--- src/rtl/dmux4way_scheduler.sv ---
// rtl/dmux4way_scheduler.sv - FIFO-buffered round-robin feeder for a 16-bit 4-way demux
// Words are queued, then each is bound to one enabled channel and held until that channel accepts it.
module dmux4way_scheduler #(
   parameter int WIDTH = 16,
   parameter int DEPTH = 4
) (
   input  logic                       clk,
   input  logic                       rst_n,
   input  logic [WIDTH-1:0]           in_data,
   input  logic                       in_valid,
   output logic                       in_ready,
   input  logic [3:0]                 chan_en,
   input  logic [3:0]                 chan_ready,
   output logic [WIDTH-1:0]           out_data,
   output logic [1:0]                 out_sel,
   output logic                       out_valid,
   output logic [$clog2(DEPTH):0]     count
);

   localparam int AW = $clog2(DEPTH);
   localparam int CW = AW + 1;
   localparam logic [CW-1:0] FULL = CW'(DEPTH);

   typedef enum logic {IDLE, PRESENT} state_t;

   state_t           state_q, state_d;
   logic [WIDTH-1:0] mem_q [DEPTH];
   logic [WIDTH-1:0] mem_d [DEPTH];
   logic [AW-1:0]    wr_ptr_q, wr_ptr_d;
   logic [AW-1:0]    rd_ptr_q, rd_ptr_d;
   logic [CW-1:0]    count_q, count_d;
   logic [WIDTH-1:0] out_data_q, out_data_d;
   logic [1:0]       out_sel_q, out_sel_d;
   logic [1:0]       ptr_q, ptr_d;

   logic             push, accept, load, grant_found;
   logic [1:0]       grant_sel, cand;

   // in_ready deliberately ignores a same-cycle pop, so a full FIFO never pushes
   assign in_ready = rst_n && (count_q < FULL);
   assign push     = in_valid && in_ready;
   assign accept   = (state_q == PRESENT) && chan_ready[out_sel_q];
   assign load     = ((state_q == IDLE) || accept) && (count_q != '0) && (chan_en != 4'b0000);

   // Round-robin search starting just after the last granted channel
   always_comb begin
      grant_found = 1'b0;
      grant_sel   = ptr_q;
      cand        = '0;
      for (int k = 1; k <= 4; k++) begin
         cand = ptr_q + 2'(k);
         if (!grant_found && chan_en[cand]) begin
            grant_found = 1'b1;
            grant_sel   = cand;
         end
      end
   end

   always_comb begin
      mem_d      = mem_q;
      wr_ptr_d   = wr_ptr_q;
      rd_ptr_d   = rd_ptr_q;
      count_d    = count_q;
      out_data_d = out_data_q;
      out_sel_d  = out_sel_q;
      ptr_d      = ptr_q;
      if (push) begin
         mem_d[wr_ptr_q] = in_data;
         wr_ptr_d        = wr_ptr_q + 1'b1;
      end
      if (load) begin
         rd_ptr_d   = rd_ptr_q + 1'b1;
         out_data_d = mem_q[rd_ptr_q];
         out_sel_d  = grant_sel;
         ptr_d      = grant_sel;
      end else if (accept) begin
         out_data_d = '0;
      end
      case ({push, load})
         2'b10:   count_d = count_q + 1'b1;
         2'b01:   count_d = count_q - 1'b1;
         default: count_d = count_q;
      endcase
   end

   always_comb begin
      state_d = state_q;
      if (load)        state_d = PRESENT;
      else if (accept) state_d = IDLE;
   end

   always_ff @(posedge clk) begin
      if (!rst_n) begin
         state_q    <= IDLE;
         wr_ptr_q   <= '0;
         rd_ptr_q   <= '0;
         count_q    <= '0;
         out_data_q <= '0;
         out_sel_q  <= '0;
         ptr_q      <= 2'd3;
         for (int i = 0; i < DEPTH; i++) mem_q[i] <= '0;
      end else begin
         state_q    <= state_d;
         wr_ptr_q   <= wr_ptr_d;
         rd_ptr_q   <= rd_ptr_d;
         count_q    <= count_d;
         out_data_q <= out_data_d;
         out_sel_q  <= out_sel_d;
         ptr_q      <= ptr_d;
         for (int i = 0; i < DEPTH; i++) mem_q[i] <= mem_d[i];
      end
   end

   always_comb begin
      out_valid = (state_q == PRESENT);
      out_data  = out_data_q;
      out_sel   = out_sel_q;
      count     = count_q;
   end

endmodule
--- config.mk ---
export PLATFORM = sky130hd
export DESIGN_NAME = dmux4way_scheduler
export DESIGN_NICKNAME = d
export VERILOG_FILES = /design/src/rtl/dmux4way_scheduler.sv
export SDC_FILE = /design/constraint.sdc
export NUM_CORES = 1
export LEC_CHECK = 0
export CAP_MARGIN = 20
export CORE_UTILIZATION = 55
export DETAILED_ROUTE_END_ITERATION = 8
export GPL_ROUTABILITY_DRIVEN = 0
export HOLD_SLACK_MARGIN = 0.15
export PLACE_DENSITY = 0.77
export REMOVE_ABC_BUFFERS = 1
export SLEW_MARGIN = 30
export SYNTH_ARGS = -nofsm -noshare
export SYNTH_HDL_FRONTEND = slang
export SYNTH_SLANG_ARGS = --single-unit
--- constraint.sdc ---
create_clock -name clk -period 4.2 [get_ports clk]
set_clock_uncertainty 0.2 [all_clocks]
set_input_delay 0.84 -clock clk [delete_from_list [all_inputs] [get_ports clk]]
set_output_delay 0.84 -clock clk [all_outputs]
set_load 0.1 [all_outputs]
==> impl_metrics.csv, run 1 <==
group,metric,value,unit
clocking,cts_setup_buffers,0,
floorplan,core_area,6870,sq um
finish,fillerInstances,539,
setup_path,cp_top_family,"buffers and inverters",
synthesis,synthTopCellsByCount,"nand2_1 (137), dfxtp_1 (92), a21oi_1 (74)",
outcome,status,"finished, final reports clean",
timing,timing.fmax,0.301,GHz
setup_path,crit_path_end_kind,"register",
synthesis,synth-edff-count,0,
setup_path,crit_slowest_cell,"clkdlybuf4s50_1",
clocking,cts.clk_slew.worst_paths,0.09,ns
global_route,grt_pass1_wl,14800,um
clocking,insertion_delay,0.36,ns
synthesis,ys_ff_latch,92,
synthesis,yosysSeqAreaShare,46.4,%
timing,finalSetupTns,0,ns
power_and_ir_drop,p_leak,0.00157,uW
drt,first_pass_iters,4,
timing,max_slew_margin,33.4,%
setup_path,path_max_fanout,24,
run,cap_violations,0,
timing,hold_viol_final,0,
global_route,grt_pass1_vias,3158,
power_and_ir_drop,combinationalPowerShare,29.7,%
power_and_ir_drop,p_per_area,536,nW/um^2
global_route,grt_max_degree,75,
timing,setup_viol,0,
timing,rsz0062_at_grt,"false",
synthesis,synth_cell_type_count,46,
clocking,root_buffer,"clkbuf_8",
clocking,postCtsHoldBufs,0,
global_route,grt.total_usage,26.2,%
setup_path,path_cells,"clkdlybuf4s50_1, or4_4, o211ai_4, inv_4, ha_1, inv_1, fa_1, xor2_1, or3_1, a21oi_1",
synthesis,yosysMostFrequentCell,"nand2_1",
setup_path,worstSetupPathType,"input pin to register",
clocking,numCtsBuffers,9,
timing,min_period_over_period,79.1,%
synthesis,synth-async-reset-ratio,0,%
drt,final_antenna_net_count,0,
finish,drive_gt1_share,9.75,%
synthesis,ys.flop_type,"dfxtp_1",
setup_path,worstSetupStartpointType,"input pin",
drt,vias,3281,
drt,routed_via_density,5.68,
power_and_ir_drop,p_switching,914,uW
floorplan,die_w,86.9,um
placed_design,port_buffers,49,
floorplan,io_pins,50,
setup_path,r2r_slack,1.53,ns
finish,diodes,0,
clocking,cts_max_path_buffers,2,
floorplan,row_count,30,
global_route,grt_antenna_before_repair,0,
floorplan,initial_utilization,57.8,%
synthesis,synth_area,3970,sq um
hold_path,min-delay-start,"mem_q[49]$_SDFFE_PN0P_",
clocking,cts_tree,"done",
synthesis,ys_warn_count,0,
setup_path,rr_worst_depth,9,
power_and_ir_drop,power_frac_seq,41.7,%
clocking,cts_max_level,3,
timing,tightest_slew,0.996,ns
drt,drc_errors,0,
setup_path,reg2reg_from,"out_sel[0]$_SDFFE_PN0P_",
timing,timing.hold.ws,0.257,ns
floorplan,die_height,86.9,um
synthesis,yosysTopAreaCell,"dfxtp_1",
timing,min_period,3.32,ns
placed_design,dpl.hpwl,5620,um
synthesis,avgSynthCellArea,8.84,sq um
finish,synthToLayoutAreaGrowth,18.3,%
floorplan,die-area,7560,sq um
synthesis,synthTopCellsByArea,"dfxtp_1 (46%), nand2_1 (13%), mux4_2 (9.6%), a21oi_1 (9.3%), a32o_1 (4.0%)",
power_and_ir_drop,vdd_ir_drop_max,248,uV
finish,final_nets,510,
hold_path,holdPathStages,2,
power_and_ir_drop,p_clk_share,28.6,%
drt,routed_wl,9330,um
hold_path,worstHoldEndpoint,"mem_q[49]$_SDFFE_PN0P_",
clocking,cts_sinks,92,
setup_path,cp.arrival,3.42,ns
power_and_ir_drop,intPower,1600,uW
hold_path,worstHoldPathType,"register to register",
timing,slew_viol_final,0,
drt,avgRoutedWirePerCell,16.1,um
setup_path,max_stage_delay,0.73,ns
setup_path,required,4.29,ns
clocking,cts.repair.resized,0,
setup_path,critPathBufInv,3,
synthesis,synth_top_area_share,46.4,%
drt,drtIter0Drc,213,
synthesis,synthCells,449,
setup_path,r2r_end,"count[2]$_SDFFE_PN0P_",
global_route,grt_overflow,0,
power_and_ir_drop,swShare,36.3,%
[through the flow]
step	worst slack, ns	cells	util (%)	instance area, sq um	total power [uW]
floorplan	0.234	414	-	3800	1590
global placement	0.578	562	64.7	4450	1790
detailed placement	0.505	562	64.8	4450	1810
CTS	0.893	578	68.3	4690	2530
global route	0.739	578	68.3	4690	2630
finish	0.877	578	68.3	4690	2520
[worst reg2reg max path, stage by stage, from the launching register on]
cell and delay [ns]:
dfxtp_1 0.40, mux4_2 0.57, o211ai_4 0.27, inv_4 0.17, ha_1 0.25, inv_1 0.08
fa_1 0.17, xor2_1 0.07, or3_1 0.30, a21oi_1 0.13
[layout by cell type, fill, tap and decap left out, types with 2 or more instances in the layout]
cell and count:
a21oi_1 74, a32o_1 16, and2_1 4, buf_4 3, bufinv_16 3, clkbuf_8 9, clkdlybuf4s50_1 48, clkinvlp_4 2
dfxtp_1 91, ha_1 5, inv_1 10, inv_6 2, mux4_2 17, nand2_1 137, nand2b_1 4, nand3b_1 3
nor2_1 13, nor3_1 3, nor4_1 2, o21ai_0 2, o31ai_1 2, or3b_2 2, xnor2_1 2, xor2_1 2
[worst max path at each step]
stage          startpoint  cells after the start                     to
6_report       chan_en[0]                     10  count[2]$_SDFFE_PN0P_
3_5_place_dp   chan_en[0]                     10  count[2]$_SDFFE_PN0P_
2_1_floorplan       rst_n                      2               in_ready
3_3_place_gp   chan_en[0]                     10  count[2]$_SDFFE_PN0P_
4_1_cts        chan_en[1]                     10  count[2]$_SDFFE_PN0P_
5_1_grt        chan_en[1]                     10  count[2]$_SDFFE_PN0P_
[power groups by stage]
stage               clock, uW  sequential (uW)  combinational, uW
floorplan                   0             1250                347
global placement            0             1070                729
detailed placement          0             1070                743
CTS                       730             1050                747
global route              767             1060                797
finish                    720             1050                746
[kinds of logic after synthesis]
kind of cell | Yosys count | synth area share [%]
buffers and inverters | 47 | 5.33
muxes | 17 | 9.65
xor gates and xnor gates | 4 | 0.883
DFF | 92 | 46.4
adders and majority gates | 6 | 2.08
and+or+nand+nor | 175 | 18.4
AOI/OAI and AO/OA | 108 | 17.2
[flip-flops by register name (all words and copies together), names as in the netlist]
name and count:
wr_ptr_q 2, out_valid 1, rd_ptr_q 2, count 3, mem_q 64, ptr_q 2, out_data 16, out_sel 2
[per-layer routing]
metal	GRT usage [%]	wire length [um]	vias up
li1	-	-	1606
met2	46.6	4740	106
met1	31.2	3860	1550
met3	3.98	536	19
met4	12.1	191	0
met5	0	0	-
[final cells by class]
| class | instances | area [sq um] | share of cell area [%] |
|---|---|---|---|
| repair buffers | 52 | 523 | 11.1 |
| multi-input cells | 310 | 1910 | 40.8 |
| clock buffers | 9 | 124 | 2.64 |
| clock inverters | 7 | 123 | 2.61 |
| inverters | 12 | 47.5 | 1.01 |
| flip-flops and latches | 92 | 1840 | 39.3 |
| well taps | 96 | 120 | 2.56 |
Note: power is estimated with default switching activity, not from simulation.
==> run 2: changes to the inputs <==
--- a/config.mk
+++ b/config.mk
@@ -6,11 +6,11 @@
 export NUM_CORES = 1
 export LEC_CHECK = 0
 export CAP_MARGIN = 20
-export CORE_UTILIZATION = 55
+export CORE_UTILIZATION = 50
 export DETAILED_ROUTE_END_ITERATION = 8
 export GPL_ROUTABILITY_DRIVEN = 0
 export HOLD_SLACK_MARGIN = 0.15
-export PLACE_DENSITY = 0.77
+export PLACE_DENSITY = 0.74
 export REMOVE_ABC_BUFFERS = 1
 export SLEW_MARGIN = 30
 export SYNTH_ARGS = -nofsm -noshare
==> constraint.sdc (replaced) <==
create_clock -name clk -period 3 [get_ports clk]
set_clock_uncertainty 0.2 [all_clocks]
set_input_delay 0.6 -clock clk [delete_from_list [all_inputs] [get_ports clk]]
set_output_delay 0.6 -clock clk [all_outputs]
set_load 0.1 [all_outputs]
==> run 2 against run 1 <==
  * Sequential power is 38% higher
  * Critical path type unchanged
  * Highest routed layer unchanged
  * First-iteration DRC count is 9.4% higher
  * Core utilization is 6.5 points lower
  * Count of clock-buffer cells in the layout is 3 higher
  * Final cell count is 4.0% higher
  * Via count is 2.9% higher
  * Sequential share of layout area is 0.49 points lower
  * Power is 36% higher
  * Hold slack worse by 0.00094 ns
==> impl_metrics.csv, run 2 (synthesized netlist as in run 1, its figures left out) <==
group,metric,value,unit
timing,hold_viol_final,0,
power_and_ir_drop,p_per_area,722,nW/um^2
clocking,cts.repair.resized,0,
timing,slew_viol_final,0,
global_route,grt_pass1_wl,15600,um
hold_path,worstHoldPathType,"register to register",
clocking,cts_sinks,92,
placed_design,port_buffers,49,
setup_path,crit_slowest_cell,"or4_4",
timing,min_period_over_period,88.7,%
floorplan,io_pins,50,
floorplan,die_height,91.1,um
finish,final_nets,527,
floorplan,core_area,7690,sq um
timing,tightest_slew,0.777,ns
drt,final_antenna_net_count,0,
drt,drtIter0Drc,233,
finish,seq_area,1840,sq um
global_route,grt_overflow,0,
floorplan,row_count,32,
drt,drc_errors,0,
global_route,grt_pass1_vias,3183,
power_and_ir_drop,vdd_ir_drop_max,357,uV
clocking,insertion_delay,0.35,ns
run,cap_violations,0,
finish,regMostFlops,"mem_q",
outcome,status,"finished, final reports clean",
setup_path,required,3.08,ns
finish,drive_gt1_share,16.8,%
finish,largest_register_ff_count,64,
timing,min_period,2.66,ns
setup_path,worstSetupPathType,"input pin to register",
clocking,numCtsBuffers,9,
setup_path,path_max_fanout,2,
clocking,cts_max_level,3,
placed_design,dpl_cell_area,4540,sq um
clocking,cts_tree,"done",
setup_path,cp.arrival,2.75,ns
drt,vias,3376,
drt,avgRoutedWirePerCell,15.9,um
finish,fillerInstances,669,
floorplan,die-area,8300,sq um
timing,timing.fmax,0.376,GHz
clocking,cts_max_path_buffers,2,
global_route,grt.total_usage,24.1,%
placed_design,dp_cells,585,
setup_path,worstSetupStartpointType,"input pin",
clocking,cts.clk_slew.worst_paths,0.09,ns
setup_path,critPathBufInv,3,
finish,finalNonFillerCells,601,
setup_path,cp_top_family,"simple AND/OR/NAND/NOR gates",
floorplan,die_w,91.1,um
finish,layout_commonest_cell,"nand2_1",
timing,rsz0062_at_grt,"false",
drt,routed_via_density,5.62,
setup_path,path_cells,"clkdlybuf4s50_1, or4_4, o211ai_4, inv_4, ha_1, inv_1, fa_1, xor2_1, or3_1, a21oi_1",
finish,synthToLayoutAreaGrowth,19.7,%
timing,max_slew_margin,48.2,%
finish,diodes,0,
clocking,postCtsHoldBufs,0,
clocking,cts_setup_buffers,0,
finish,layout_common_cells,"nand2_1 (137), dfxtp_1 (92), a21oi_1 (74)",
setup_path,crit_path_end_kind,"register",
drt,routed_wl,9550,um
global_route,grt_max_degree,75,
drt,first_pass_iters,4,
timing,setup_viol,0,
clocking,root_buffer,"clkbuf_8",
placed_design,dpl.hpwl,6190,um
floorplan,initial_utilization,51.6,%
global_route,grt_antenna_before_repair,0,
finish,multi_input_area,1910,sq um
setup_path,max_stage_delay,0.58,ns
finish,final_cell_area,4750,sq um
power_and_ir_drop,p_leak,0.00169,uW
## run 2: cell count changes in the layout (fill, tap and decap cells not counted)
cell             previous run  this run
buf_12                      1         2
buf_4                       3        41
bufinv_16                   3         1
clkbuf_1                    0         1
clkbuf_8                    9        11
clkdlybuf4s50_1            48        26
dfxtp_1                    91        92
dfxtp_2                     1         0
inv_6                       2         0
inv_8                       0         1
## run 2: routing by layer
layer  GRT usage (%)  routed length, um  up-vias
li1                -                  -     1635
met1            30.7               4170     1620
met2            40.8               4670      113
met3            5.03                619        8
met5               0                  0        -
met4            8.20                 89        0
## run 2: cell type report
class	count	share of cell area, %
tap	102	2.69
clock inverter	4	1.19
inverter	12	1.00
multi-input combinational	310	40.3
timing repair buffer	69	12.8
clock buffer	12	3.27
sequential	92	38.8
## run 2: through the flow
stage | setup WS [ns] | TNS [ns] | total power [uW] | hold WS (ns) | utilization [%]
floorplan | -0.486 | -0.871 | 2230 | 0.233 | -
global placement | 0.0436 | 0 | 2570 | 0.239 | 59.0
detailed placement | -0.0384 | -0.0384 | 2590 | 0.244 | 59.0
CTS | 0.327 | 0 | 3450 | 0.257 | 61.8
global route | 0.236 | 0 | 3610 | 0.279 | 61.8
finish | 0.338 | 0 | 3430 | 0.256 | 61.8
## run 2: path summary, 6_finish.rpt
check / from / end / slack, ns / depth (start not counted)
max reg2reg: out_sel[0]$_SDFFE_PN0P_ / count[2]$_SDFFE_PN0P_ / 0.58 / 9
max: chan_en[1] / count[2]$_SDFFE_PN0P_ / 0.34 / 10
min reg2reg: mem_q[0]$_SDFFE_PN0P_ / mem_q[0]$_SDFFE_PN0P_ / 0.26 / 2
min: mem_q[0]$_SDFFE_PN0P_ / mem_q[0]$_SDFFE_PN0P_ / 0.26 / 2
## run 2: worst register-to-register path, stage by stage, from the launching register on
cell and delay [ns]:
dfxtp_1 0.37, mux4_2 0.56, o211ai_4 0.21, inv_4 0.04, ha_1 0.19, inv_1 0.08, fa_1 0.18, xor2_1 0.08
or3_1 0.31, a21oi_1 0.15
## run 2: report_power, final
| group | internal (uW) | total, uW | switching (uW) |
|---|---|---|---|
| Combinational | 398 | 1110 | 716 |
| Sequential | 1320 | 1450 | 127 |
| Clock | 437 | 870 | 433 |
==> run 3: changes to the inputs <==
--- a/config.mk
+++ b/config.mk
@@ -6,11 +6,11 @@
 export NUM_CORES = 1
 export LEC_CHECK = 0
 export CAP_MARGIN = 20
-export CORE_UTILIZATION = 50
+export CORE_UTILIZATION = 45
 export DETAILED_ROUTE_END_ITERATION = 8
 export GPL_ROUTABILITY_DRIVEN = 0
 export HOLD_SLACK_MARGIN = 0.15
-export PLACE_DENSITY = 0.74
+export PLACE_DENSITY = 0.68
 export REMOVE_ABC_BUFFERS = 1
 export SLEW_MARGIN = 30
 export SYNTH_ARGS = -nofsm -noshare
==> run 3 against run 2 <==
  * Power is 1.7% higher
  * Fmax hardly changed
  * Worst setup slack worse by 0.00079 ns
  * Critical endpoint unchanged
  * Global-route usage is 2.2 points lower
  * Die area is 11% higher
  * Largest cell class unchanged
  * Largest power group unchanged
==> impl_metrics.csv, run 3 (synthesized netlist as in run 1, its figures left out) <==
group,metric,value,unit
outcome,status,"finished, final reports clean",
placed_design,dpl.hpwl,6000,um
drt,routed_via_density,5.42,
global_route,grt.total_usage,22.0,%
timing,setup_viol,0,
finish,fillerInstances,765,
power_and_ir_drop,finalPower,3490,uW
power_and_ir_drop,p_leak,0.00169,uW
drt,drc_errors,0,
global_route,grt_antenna_before_repair,0,
finish,diodes,0,
power_and_ir_drop,power_frac_seq,40.8,%
timing,max_slew_margin,49.3,%
power_and_ir_drop,swShare,36.6,%
timing,min_period_over_period,88.7,%
global_route,grt_max_degree,75,
floorplan,core_area,8380,sq um
clocking,postCtsHoldBufs,0,
finish,post-route-util,56.8,%
floorplan,io_pins,50,
clocking,cts.clk_slew.worst_paths,0.09,ns
global_route,grt_pass1_wl,15100,um
drt,vias,3267,
drt,first_pass_iters,4,
setup_path,worstSetupStartpointType,"input pin",
timing,timing.fmax,0.376,GHz
clocking,cts_max_level,3,
floorplan,die_height,95.9,um
finish,largest_register_ff_count,64,
timing,hold_viol_final,0,
clocking,cts_max_path_buffers,2,
drt,avgRoutedWirePerCell,15.6,um
clocking,root_buffer,"clkbuf_8",
clocking,cts.repair.resized,0,
power_and_ir_drop,p_clk_share,26.6,%
clocking,cts_setup_buffers,0,
setup_path,path_max_fanout,2,
global_route,grt_overflow,0,
finish,synthToLayoutAreaGrowth,20.0,%
timing,rsz0062_at_grt,"false",
drt,routed_wl,9380,um
placed_design,port_buffers,49,
finish,layout_common_cells,"nand2_1 (137), dfxtp_1 (92), a21oi_1 (74)",
power_and_ir_drop,vdd_ir_drop_max,360,uV
finish,regMostFlops,"mem_q",
setup_path,required,3.09,ns
clocking,cts_sinks,92,
floorplan,die-area,9200,sq um
floorplan,initial_utilization,47.3,%
timing,slew_viol_final,0,
finish,final_cell_area,4760,sq um
drt,drtIter0Drc,192,
setup_path,crit_path_end_kind,"register",
clocking,numCtsBuffers,9,
power_and_ir_drop,p_switching,1280,uW
timing,min_period,2.66,ns
finish,final_nets,526,
finish,layout_commonest_cell,"nand2_1",
setup_path,worstSetupPathType,"input pin to register",
floorplan,die_w,95.9,um
power_and_ir_drop,intPower,2210,uW
setup_path,path_cells,"clkdlybuf4s50_1, mux4_2, o211ai_4, inv_4, ha_1, inv_1, fa_1, xor2_1, or3_1, a21oi_1",
drt,final_antenna_net_count,0,
run,cap_violations,0,
hold_path,worstHoldPathType,"register to register",
setup_path,cp.arrival,2.75,ns
placed_design,dpl_cell_area,4540,sq um
timing,timing.hold.ws,0.257,ns
clocking,insertion_delay,0.36,ns
finish,drive_gt1_share,16.7,%
setup_path,crit_slowest_cell,"mux4_2",
power_and_ir_drop,p_per_area,733,nW/um^2
setup_path,max_stage_delay,0.52,ns
clocking,cts_tree,"done",
floorplan,row_count,33,
power_and_ir_drop,combinationalPowerShare,32.5,%
timing,tightest_slew,0.761,ns
global_route,grt_pass1_vias,2985,
run 3: changes by cell type in the layout (fill, tap and decap cells not counted), sizes merged:
cell and delta:
buf -1, bufinv +1, clkbuf -1, clkinv +1, clkinvlp -1
run 3: final cells by class:
| class | instances | area, sq um | share of cell area [%] |
|---|---|---|---|
| multi-input cells | 310 | 1910 | 40.2 |
| flip-flops and latches | 92 | 1840 | 38.7 |
| repair buffers | 68 | 601 | 12.6 |
| clock buffers | 11 | 141 | 2.97 |
| well taps | 105 | 131 | 2.76 |
| clock inverters | 5 | 83.8 | 1.76 |
| inverters | 12 | 47.5 | 0.999 |
run 3: final timing paths:
kind                                 end  depth (start not counted)  slack (ns)                    start
hold / removal    mem_q[11]$_SDFFE_PN0P_                          2        0.26   mem_q[11]$_SDFFE_PN0P_
hold reg to reg   mem_q[11]$_SDFFE_PN0P_                          2        0.26   mem_q[11]$_SDFFE_PN0P_
setup reg to reg   count[2]$_SDFFE_PN0P_                          9        0.54  out_sel[0]$_SDFFE_PN0P_
setup / recovery   count[2]$_SDFFE_PN0P_                         10        0.34            chan_ready[2]
run 3: critical path, delay by kind of cell:
kind	cells	cell delay (ns)
mux	1	0.52
buf+inv	3	0.52
fa+ha+maj	2	0.37
xor+xnor	1	0.07
compound gates	2	0.37
simple gates	1	0.30
run 3: power groups by stage:
stage          logic (uW)  clock network (uW)  registers, uW
3_3_place_gp         1130                   0           1450
4_1_cts              1140                 943           1430
5_1_grt              1220                1000           1440
2_1_floorplan         486                   0           1740
6_report             1140                 929           1420
3_5_place_dp         1140                   0           1450
run 3: metrics by stage:
stage          std cells  setup TNS (ns)  worst slack, ns
5_1_grt              603               0            0.250
6_report             603               0            0.338
4_1_cts              603               0            0.320
2_1_floorplan        414          -0.871           -0.486
3_5_place_dp         587         -0.0427          -0.0427
3_3_place_gp         587               0           0.0297
run 3: layer usage:
metal	share of wire, %	GRT usage [%]
met4	0.84	8.33
met5	0	0
met3	5.5	3.00
met2	49	35.5
met1	44	30.0
